## config.mk

```make
export PLATFORM = sky130hd
export DESIGN_NAME = div_freq_prog
export DESIGN_NICKNAME = d
export VERILOG_FILES = /design/src/rtl/div_freq_prog.sv
export SDC_FILE = /design/constraint.sdc
export NUM_CORES = 1
export LEC_CHECK = 0
export ABC_CLOCK_PERIOD_IN_PS = 3400
export CORE_AREA = 3 3 149 93
export DETAILED_ROUTE_END_ITERATION = 10
export DIE_AREA = 0 0 152 96
export HOLD_SLACK_MARGIN = 0.02
export SLEW_MARGIN = 10
export SYNTH_ARGS = -nofsm -noshare
export SYNTH_HDL_FRONTEND = slang
export SYNTH_SLANG_ARGS = --single-unit
```

## constraint.sdc

```tcl
create_clock -name CLK_IN -period 3.4 [get_ports CLK_IN]
set_input_delay 0.68 -clock CLK_IN [delete_from_list [all_inputs] [get_ports CLK_IN]]
set_output_delay 0.68 -clock CLK_IN [all_outputs]
set_load 0.03 [all_outputs]
```

## src/rtl/div_freq_prog.sv

```systemverilog
// rtl/div_freq_prog.sv - programmable clock divider with glitch-free period/high-time reload
// Optional DIV_FREQ_PROG_SYNC_EN adds a SYNC input that forces a period restart.
module div_freq_prog #(
  parameter int WIDTH   = 16,
  parameter int DEF_DIV = 10
) (
  input  logic             CLK_IN,
  input  logic             RST_IN,
  input  logic             EN,
  input  logic [WIDTH-1:0] DIV_IN,
  input  logic [WIDTH-1:0] HIGH_IN,
  input  logic             LOAD,
`ifdef DIV_FREQ_PROG_SYNC_EN
  input  logic             SYNC,
`endif
  output logic             CLK_OUT,
  output logic             TICK,
  output logic             LOAD_ACK
);

  localparam logic [WIDTH-1:0] DEF_N   = WIDTH'(DEF_DIV);
  localparam logic [WIDTH-1:0] DEF_H   = WIDTH'(DEF_DIV / 2);
  localparam logic [WIDTH-1:0] DEF_CNT = WIDTH'(DEF_DIV - 1);
  localparam logic [WIDTH-1:0] MIN_N   = WIDTH'(2);

  typedef enum logic {
    ST_RUN  = 1'b0,
    ST_PEND = 1'b1
  } state_t;

  state_t           state;
  logic [WIDTH-1:0] cnt;
  logic [WIDTH-1:0] div_r;
  logic [WIDTH-1:0] high_r;
  logic [WIDTH-1:0] pend_div;
  logic [WIDTH-1:0] pend_high;
  logic [WIDTH-1:0] cap_div;
  logic [WIDTH-1:0] cap_high;
  logic [WIDTH-1:0] cnt_inc;
  logic             force_wrap;
  logic             wrap;

  // Sanitise requests so every captured setting yields a legal, non-runt waveform.
  always_comb begin
    cap_div  = (DIV_IN < MIN_N) ? MIN_N : DIV_IN;
    cap_high = HIGH_IN;
    if (HIGH_IN == '0 || HIGH_IN >= cap_div)
      cap_high = cap_div >> 1;
  end

`ifdef DIV_FREQ_PROG_SYNC_EN
  assign force_wrap = SYNC;
`else
  assign force_wrap = 1'b0;
`endif

  assign cnt_inc = cnt + 1'b1;
  assign wrap    = force_wrap | (EN & (cnt == div_r - 1'b1));

  always_ff @(posedge CLK_IN or posedge RST_IN) begin
    if (RST_IN) begin
      state     <= ST_RUN;
      cnt       <= DEF_CNT;
      div_r     <= DEF_N;
      high_r    <= DEF_H;
      pend_div  <= DEF_N;
      pend_high <= DEF_H;
      CLK_OUT   <= 1'b0;
      TICK      <= 1'b0;
      LOAD_ACK  <= 1'b0;
    end else begin
      TICK     <= 1'b0;
      LOAD_ACK <= 1'b0;
      if (wrap) begin
        cnt     <= '0;
        TICK    <= 1'b1;
        CLK_OUT <= 1'b1;
        // A LOAD coinciding with the wrap replaces the pending values and waits one more period.
        if (state == ST_PEND && !LOAD) begin
          div_r    <= pend_div;
          high_r   <= pend_high;
          LOAD_ACK <= 1'b1;
          state    <= ST_RUN;
        end
      end else if (EN) begin
        cnt     <= cnt_inc;
        CLK_OUT <= (cnt_inc < high_r);
      end
      if (LOAD) begin
        pend_div  <= cap_div;
        pend_high <= cap_high;
        state     <= ST_PEND;
      end
    end
  end

endmodule

```

==> summary.log, run 1 <==
[run_status] status finished, final reports clean
[routing] total via count in the routed design 4,112
[routing] routed wire length 13,240 um
[cts] CTS buffer count 9
[grt] maximum number of pins on one net before global-route repair 64
[worst_setup_path] Max FO, Critical Path 8
[placement] count of buffers from port buffering 38
[power_and_ir_drop] Leak Pwr 3.120 nW
[finish] commonest cells after routing, fill and taps aside 74 x dfrtp_1, 65 x inv_1, 33 x ha_1
[placement] worst slack at placement -495.7 ps
[yosys] dominant register cell in the synthesized netlist dfrtp_1
[cts] Num Clock Sinks 84
[finish] number of nets in the finished design 649
[timing] worst clock skew 5.845 ps
[cts] clock slew seen by the registers of the worst setup and hold paths 60 ps
[hold_path] cell count of the worst hold path 1
[yosys] Yosys warning total 0
[worst_setup_path] Setup crit end kind register
[timing] final number of hold-violating endpoints 0
[floorplan] area of the placeable core 0.01265 mm^2
[grt] number of antenna violations at the first check in global routing 0
[hold_path] class of the most critical hold timing path register to register
[timing] Final setup viols 0
[floorplan] ports placed on the boundary 39
[yosys] Gate Count Post-Synth 525
[cts] root buffer cell clkbuf_16
[yosys] share of synthesized area occupied by flip-flops and latches 0.4110
[grt] global-route congestion overflow total 0
[grt] total track usage 0.1857
[placement] RD Place Congestion 0.8832
[worst_setup_path] Worst R2R Setup Slack 110 ps
[worst_setup_path] Crit Path Category primary input to register
[yosys] Post-Synthesis Net Count 594
[worst_setup_path] family with the most delay on the worst path compound AO/OA/AOI/OAI gates
[power_and_ir_drop] worst ir drop on vdd 242.8 uV
[job] max-cap viol count 0
[worst_setup_path] endpoint arrival time on the critical path 3520 ps
[worst_setup_path] worst path required time 3600 ps
[timing] Final Worst Setup Slack 74.37 ps
[yosys] number of enable flip-flop cells after synthesis 0
[floorplan] starting density of the core 0.4066
[cts] clock latency at the later pin of the worst-skew pair 340 ps
[finish] fraction of layout cells with a size suffix above 1 0.1607
[hold_path] startpoint of the worst hold path state$_DFFE_PP0P_
[cts] TritonCTS clock tree yes
[placement] Detailed Place HPWL 10,060 um
[power_and_ir_drop] total power 2.617 mW
[cts] maximum clock insertion buffer count 2
[worst_setup_path] Slowest Stage Delay on Critical Path 450 ps
[finish] number of fillers in the final layout 1,193
[grt] first-pass GRT wire length 21,340 um
[routing] number of DRC markers after the initial detailed-route iteration 256
[floorplan] die boundary height 96 um
[cts] maximum level of the CTS H-tree 3
[yosys] number of distinct library cell variants in the gate-level netlist after synthesis 61
[yosys] share of flip-flops with an asynchronous set or reset after synthesis 1.000
[worst_setup_path] worst r2r dst high_r[12]$_DFFE_PP0P_
[timing] Peak Freq 300.7 MHz
[timing] Worst Tran Pin Value 740.9 ps
[yosys] post-synthesis sequential element count 84
[routing] length of the first detailed-routing pass in iterations 5
[yosys] Post-Syn Area 0.005145 mm^2
[timing] number of max-slew violations in the final report 0
[cts] hold buffer count at CTS 0
[power_and_ir_drop] pwr/cell area 412.6 mW/mm^2
[timing] remaining max-slew budget at the tightest pin 0.5023
[hold_path] Hold Crit Endpoint state$_DFFE_PP0P_
[routing] Via-to-Cell Ratio 5.446
[finish] area grow syn2layout 23.25%
[yosys] syn avg cell area 9.800 um^2
[routing] wire length per cell 17.54 um
[worst_setup_path] slowest stage cell on the critical path clkdlybuf4s50_1
[worst_setup_path] CP bufs+invs 3
[worst_setup_path] critical path cell sequence clkdlybuf4s50_1 -> nor4_2 -> buf_4 -> nand4_1 -> and2_4 -> ha_1 -> nand2b_4 -> a21oi_2 -> o21ai_2 -> a2111oi_4 -> o21a_2 -> clkbuf_16 -> o221ai_1
[routing] detailed-route DRC error count 0
[finish] most common cell after layout, fill and taps aside dfrtp_1
[worst_setup_path] Startpoint Class primary input
[timing] post-route fraction of the period consumed by the critical path 0.9781
[floorplan] area of the die 0.01459 mm^2
[worst_setup_path] r2r worst-path depth 10
[floorplan] number of rows created at floorplan 32
[floorplan] die boundary width 152 um
[worst_setup_path] worst r2r src div_r[0]$_DFFE_PP0P_
[timing] Final Critical Period 3326 ps
[finish] Layout Utilization 0.5012
[routing] number of nets still failing antenna checks after routing 0
[finish] Ant. Diodes 0
[grt] number of global-route vias before repair 3,946
## area by class of cell
| type | count | area (um^2) | area share |
|---|---|---|---|
| tap | 170 | 212.7 | 0.03354 |
| clock buffer | 10 | 239.0 | 0.03769 |
| sequential | 84 | 2115 | 0.3335 |
| timing repair buffer | 74 | 720.7 | 0.1137 |
| clock inverter | 6 | 78.83 | 0.01243 |
| inverter | 66 | 249.0 | 0.03927 |
| multi-input combinational | 345 | 2726 | 0.4300 |
## state kept, by name, indices dropped and copies added (netlist names)
register / count
high_r: 16
CLK_OUT: 1
TICK: 1
pend_high: 16
div_r: 16
cnt: 16
state: 1
pend_div: 16
LOAD_ACK: 1
## cells in the mapped netlist (4+ instances only)
library cell   n  area share
and3_1         6      0.0073
mux2_1        15       0.033
nor2_1        20       0.015
mux2i_1       16       0.031
nand4_1        8      0.0097
o221ai_1      14       0.024
mux2_2         4      0.0088
a211oi_1       4      0.0058
a21o_1        10       0.015
nand3_1       11       0.011
a21oi_1       12       0.012
xnor2_1       18       0.031
dfstp_2       10       0.051
dfrtp_1       74        0.36
nor3_1         9      0.0088
clkbuf_1      22       0.016
ha_1          33       0.080
nor2b_1        9       0.011
o2111ai_1     15       0.026
o2bb2ai_1      4      0.0068
nor4_1         9       0.011
o21ai_0       25       0.024
inv_1         66       0.048
nand2_1       32       0.023
xor2_1        17       0.029
a31o_2         7       0.012
## worst register-to-register path, cell delays in order, from the launching register on
cell and delay (ps):
dfrtp_1 390, inv_1 60, ha_1 160, or4b_4 550, nor4_1 360, xnor2_1 300
o211ai_1 290, nor4_4 390, buf_12 250, buf_4 210, mux2i_1 240
## through the flow
| step | hold slack (ps) | cells | instance area, um^2 | TNS [ps] |
|---|---|---|---|---|
| 6_report | 481.5 | 755 | 6341 | 0 |
| 5_1_grt | 506.4 | 755 | 6341 | -1356 |
| 4_1_cts | 487.0 | 752 | 6215 | 0 |
| 3_5_place_dp | 471.3 | 736 | 5891 | -7008 |
| 3_3_place_gp | 462.4 | 736 | 5891 | -6082 |
| 2_1_floorplan | 450.1 | 525 | 5151 | 0 |
## cell families (layout without fill, tap and decap cells)
| logic type | Yosys count | in the layout | share of synthesized area |
|---|---|---|---|
| buffers and inverters | 96 | 156 | 0.07442 |
| AO/OA/AOI/OAI | 114 | 114 | 0.1646 |
| AND/OR/NAND/NOR | 127 | 127 | 0.1330 |
| XOR/XNOR | 36 | 36 | 0.06396 |
| flip-flops | 84 | 84 | 0.4110 |
| adder cells (fa/ha/maj) | 33 | 33 | 0.08025 |
| multiplexers | 35 | 35 | 0.07271 |
## routing by layer
metal / routed length (um) / global-route usage / share of wire / up-vias
li1: - / - / - / 1984
met1: 6934 / 0.2843 / 0.52 / 2021
met2: 5460 / 0.2703 / 0.41 / 97
met3: 754 / 0.03729 / 0.057 / 10
met4: 89 / 0.03815 / 0.0067 / 0
met5: 0 / 0 / 0 / -
## worst max path at each step
| stage | startpoint | end | slack [ps] | cells past startpoint |
|---|---|---|---|---|
| 2_1_floorplan | DIV_IN[4] | pend_high[10]$_DFFE_PP0P_ | 200 | 11 |
| 3_3_place_gp | DIV_IN[4] | pend_high[0]$_DFFE_PP1P_ | -410 | 12 |
| 3_5_place_dp | DIV_IN[4] | pend_high[0]$_DFFE_PP1P_ | -500 | 12 |
| 4_1_cts | DIV_IN[4] | pend_high[0]$_DFFE_PP1P_ | 30 | 12 |
| 5_1_grt | DIV_IN[4] | pend_high[12]$_DFFE_PP0P_ | -100 | 12 |
| 6_report | DIV_IN[7] | pend_high[3]$_DFFE_PP0P_ | 70 | 13 |
## power breakdown
part | switching, mW | internal (mW) | total, mW | leakage [nW]
Clock | 0.434 | 0.605 | 1.04 | 0.157
Combinational | 0.237 | 0.196 | 0.433 | 1.96
Sequential | 0.0686 | 1.08 | 1.14 | 1.00
## what timing repair did
item | in CTS | in global routing
endpoints found under the setup margin | 16 | 46
gates resized for setup | 1 | 24
cloned | 0 | 2
buffers inserted | 0 | 1
pin swaps | 0 | 11
Note: power is estimated with default switching activity, not from simulation.
==> run 2, diff against run 1 <==
--- a/config.mk
+++ b/config.mk
@@ -7,6 +7,7 @@
 export LEC_CHECK = 0
 export ABC_CLOCK_PERIOD_IN_PS = 3400
 export CORE_AREA = 3 3 149 93
+export CTS_BUF_LIST = sky130_fd_sc_hd__clkbuf_8
 export DETAILED_ROUTE_END_ITERATION = 10
 export DIE_AREA = 0 0 152 96
 export HOLD_SLACK_MARGIN = 0.02
==> run 2 against run 1 <==
  * Sequential power about the same
  * Largest cell class unchanged
  * Highest routed layer unchanged
  * Fmax increased by 0.25%
  * Clock-buffer cell count unchanged
==> summary.log, run 2 (synthesis gave the netlist of run 1 again) <==
[run_status] status finished, final reports clean [unchanged]
[timing] Worst Tran Pin Value 745.4 ps [was 740.9 ps]
[power_and_ir_drop] Leak Pwr 3.058 nW [was 3.120 nW]
[timing] number of max-slew violations in the final report 0 [unchanged]
[worst_setup_path] Max FO, Critical Path 8 [unchanged]
[grt] global-route congestion overflow total 0 [unchanged]
[worst_setup_path] Worst R2R Setup Slack 150 ps [was 110 ps]
[cts] maximum clock insertion buffer count 2 [unchanged]
[timing] worst slack on hold paths 487.8 ps [was 481.5 ps]
[floorplan] area of the placeable core 0.01265 mm^2 [unchanged]
[floorplan] ports placed on the boundary 39 [unchanged]
[grt] number of global-route vias before repair 3,959 [was 3,946]
[timing] worst clock skew 7.874 ps [was 5.845 ps]
[worst_setup_path] worst r2r src div_r[0]$_DFFE_PP0P_ [unchanged]
[finish] Ant. Diodes 0 [unchanged]
[finish] fraction of layout cells with a size suffix above 1 0.1558 [was 0.1607]
[grt] number of antenna violations at the first check in global routing 0 [unchanged]
[hold_path] class of the most critical hold timing path register to register [unchanged]
[routing] number of DRC markers after the initial detailed-route iteration 234 [was 256]
[timing] Final setup viols 0 [unchanged]
[finish] most common cell after layout, fill and taps aside dfrtp_1 [unchanged]
[power_and_ir_drop] part of the total power dissipated in sequential elements 0.486 [was 0.437]
[worst_setup_path] endpoint arrival time on the critical path 3540 ps [was 3520 ps]
[worst_setup_path] crit path launch DIV_IN[6] [was DIV_IN[7]]
[grt] first-pass GRT wire length 21,300 um [was 21,340 um]
[timing] final number of hold-violating endpoints 0 [unchanged]
[hold_path] startpoint of the worst hold path state$_DFFE_PP0P_ [unchanged]
[cts] Num Clock Sinks 84 [unchanged]
[routing] Via-to-Cell Ratio 5.416 [was 5.446]
[worst_setup_path] Startpoint Class primary input [unchanged]
[routing] wire length per cell 17.45 um [was 17.54 um]
[timing] post-route fraction of the period consumed by the critical path 0.9757 [was 0.9781]
[finish] commonest cells after routing, fill and taps aside 74 x dfrtp_1, 65 x inv_1, 33 x ha_1 [unchanged]
[power_and_ir_drop] switching power summed over all nets 0.7093 mW [was 0.7398 mW]
[power_and_ir_drop] share of power burned in the clock network 0.331 [was 0.397]
[timing] unrepaired setup endpoints after global routing yes
[power_and_ir_drop] fraction of power spent switching nets 0.3012 [was 0.2827]
[routing] total via count in the routed design 4,084 [was 4,112]
[routing] routed wire length 13,160 um [was 13,240 um]
[cts] maximum level of the CTS H-tree 3 [unchanged]
[cts] CTS buffer count 9 [unchanged]
[floorplan] die boundary width 152 um [unchanged]
[finish] number of nets in the finished design 648 [was 649]
[routing] detailed-route DRC error count 0 [unchanged]
[worst_setup_path] r2r worst-path depth 10 [unchanged]
[job] max-cap viol count 0 [unchanged]
[cts] root buffer cell clkbuf_8 [was clkbuf_16]
[worst_setup_path] worst r2r dst high_r[12]$_DFFE_PP0P_ [unchanged]
[power_and_ir_drop] worst ir drop on vdd 196.5 uV [was 242.8 uV]
[cts] TritonCTS clock tree yes [unchanged]
[power_and_ir_drop] cell internal power dissipation 1.646 mW [was 1.877 mW]
[placement] count of buffers from port buffering 38 [unchanged]
[grt] maximum number of pins on one net before global-route repair 64 [unchanged]
[timing] Peak Freq 301.4 MHz [was 300.7 MHz]
[cts] hold buffer count at CTS 0 [unchanged]
[routing] number of nets still failing antenna checks after routing 0 [unchanged]
[worst_setup_path] Crit Path Category primary input to register [unchanged]
[timing] Final Critical Period 3317 ps [was 3326 ps]
[floorplan] area of the die 0.01459 mm^2 [unchanged]
[finish] final non-filler cell total 754 [was 755]
[worst_setup_path] worst path required time 3630 ps [was 3600 ps]
[placement] number of cells in the design after placement 736 [unchanged]
[worst_setup_path] critical path capture point pend_high[3]$_DFFE_PP0P_ [unchanged]
[placement] RD Place Congestion 0.8832 [unchanged]
[grt] total track usage 0.1853 [was 0.1857]
[routing] length of the first detailed-routing pass in iterations 5 [unchanged]
[floorplan] die boundary height 96 um [unchanged]
[floorplan] number of rows created at floorplan 32 [unchanged]
[cts] clock slew seen by the registers of the worst setup and hold paths 90 ps [was 60 ps]
[placement] Detailed Place HPWL 10,060 um [unchanged]
[finish] area grow syn2layout 20.87% [was 23.25%]
[timing] remaining max-slew budget at the tightest pin 0.4992 [was 0.5023]
[cts] post-CTS setup buffers 0 [unchanged]
[cts] clock latency at the later pin of the worst-skew pair 370 ps [was 340 ps]
[power_and_ir_drop] combinational group share of total power 0.183 [was 0.166]
[floorplan] starting density of the core 0.4066 [unchanged]
[worst_setup_path] Setup crit end kind register [unchanged]
[power_and_ir_drop] pwr/cell area 378.7 mW/mm^2 [was 412.6 mW/mm^2]
-- run 2: changes by cell type in the layout (fill, tap and decap cells not counted), sizes merged --
cell           before  now
buf                36   35
clkdlybuf4s50      28   29
dlymetal6s2s        9    8
-- run 2: power by group through the flow --
stage / combinational (mW) / clock, mW / sequential, mW
2_1_floorplan: 0.275 / 0 / 1.12
3_3_place_gp: 0.395 / 0 / 1.16
3_5_place_dp: 0.405 / 0 / 1.16
4_1_cts: 0.408 / 0.805 / 1.14
5_1_grt: 0.484 / 0.846 / 1.15
6_report: 0.431 / 0.779 / 1.14
-- run 2: critical path, cell delays in order --
cell and delay, ps:
clkdlybuf4s50_1 420, nor4_1 250, buf_4 150, nand4_1 200
and2_4 220, ha_1 260, nand2b_4 140, a21oi_2 130
o21ai_2 100, a2111oi_4 420, o21a_2 280, clkbuf_16 180
o221ai_1 110
-- run 2: layout make-up --
cell class              instances  area [um^2]
repair buffers                 73        710.7
clock inverters                 6        78.83
multi-input cells             345         2715
fillers                      1210         6434
well taps                     170        212.7
clock buffers                  10        137.6
flip-flops and latches         84         2115
inverters                      66        249.0
-- run 2: what timing repair did --
item                                    CTS  global route
pin swaps                                 0             9
endpoints found under the setup margin   15            46
gates resized for setup                   1            21
gates cloned                              0             2
-- run 2: metal layers --
metal  routed length [um]  vias to the layer above  share of wire  GRT usage
li1                     -                     1985              -          -
met1                 6952                     2006           0.53     0.2840
met2                 5393                       83           0.41     0.2703
met3                  724                       10          0.055    0.03729
met4                   89                        0         0.0068    0.03590
met5                    0                        -              0          0
-- run 2: worst min path at each step --
stage,cells past startpoint,to
finish,1,state$_DFFE_PP0P_
global route,1,state$_DFFE_PP0P_
CTS,1,state$_DFFE_PP0P_
detailed placement,1,state$_DFFE_PP0P_
global placement,1,state$_DFFE_PP0P_
floorplan,1,state$_DFFE_PP0P_
-- run 2: metrics by stage --
stage | util | TNS, ps | worst slack, ps | instance area [um^2] | power [mW]
final | 0.4915 | 0 | 82.66 | 6218 | 2.355
after detailed placement | 0.4656 | -7008 | -495.7 | 5891 | 1.568
after CTS | 0.4832 | 0 | 45.22 | 6113 | 2.356
after global placement | 0.4656 | -6082 | -408.2 | 5891 | 1.552
after floorplan | - | 0 | 197.4 | 5151 | 1.397
after global routing | 0.4915 | -699.6 | -56.73 | 6218 | 2.485
==> run 3, diff against run 2 <==
--- a/config.mk
+++ b/config.mk
@@ -10,6 +10,7 @@
 export CTS_BUF_LIST = sky130_fd_sc_hd__clkbuf_8
 export DETAILED_ROUTE_END_ITERATION = 10
 export DIE_AREA = 0 0 152 96
+export GPL_ROUTABILITY_DRIVEN = 0
 export HOLD_SLACK_MARGIN = 0.02
 export SLEW_MARGIN = 10
 export SYNTH_ARGS = -nofsm -noshare
==> results of run 3 <==
Same layout as run 2: the final DEF is identical, and so are final timing and power.
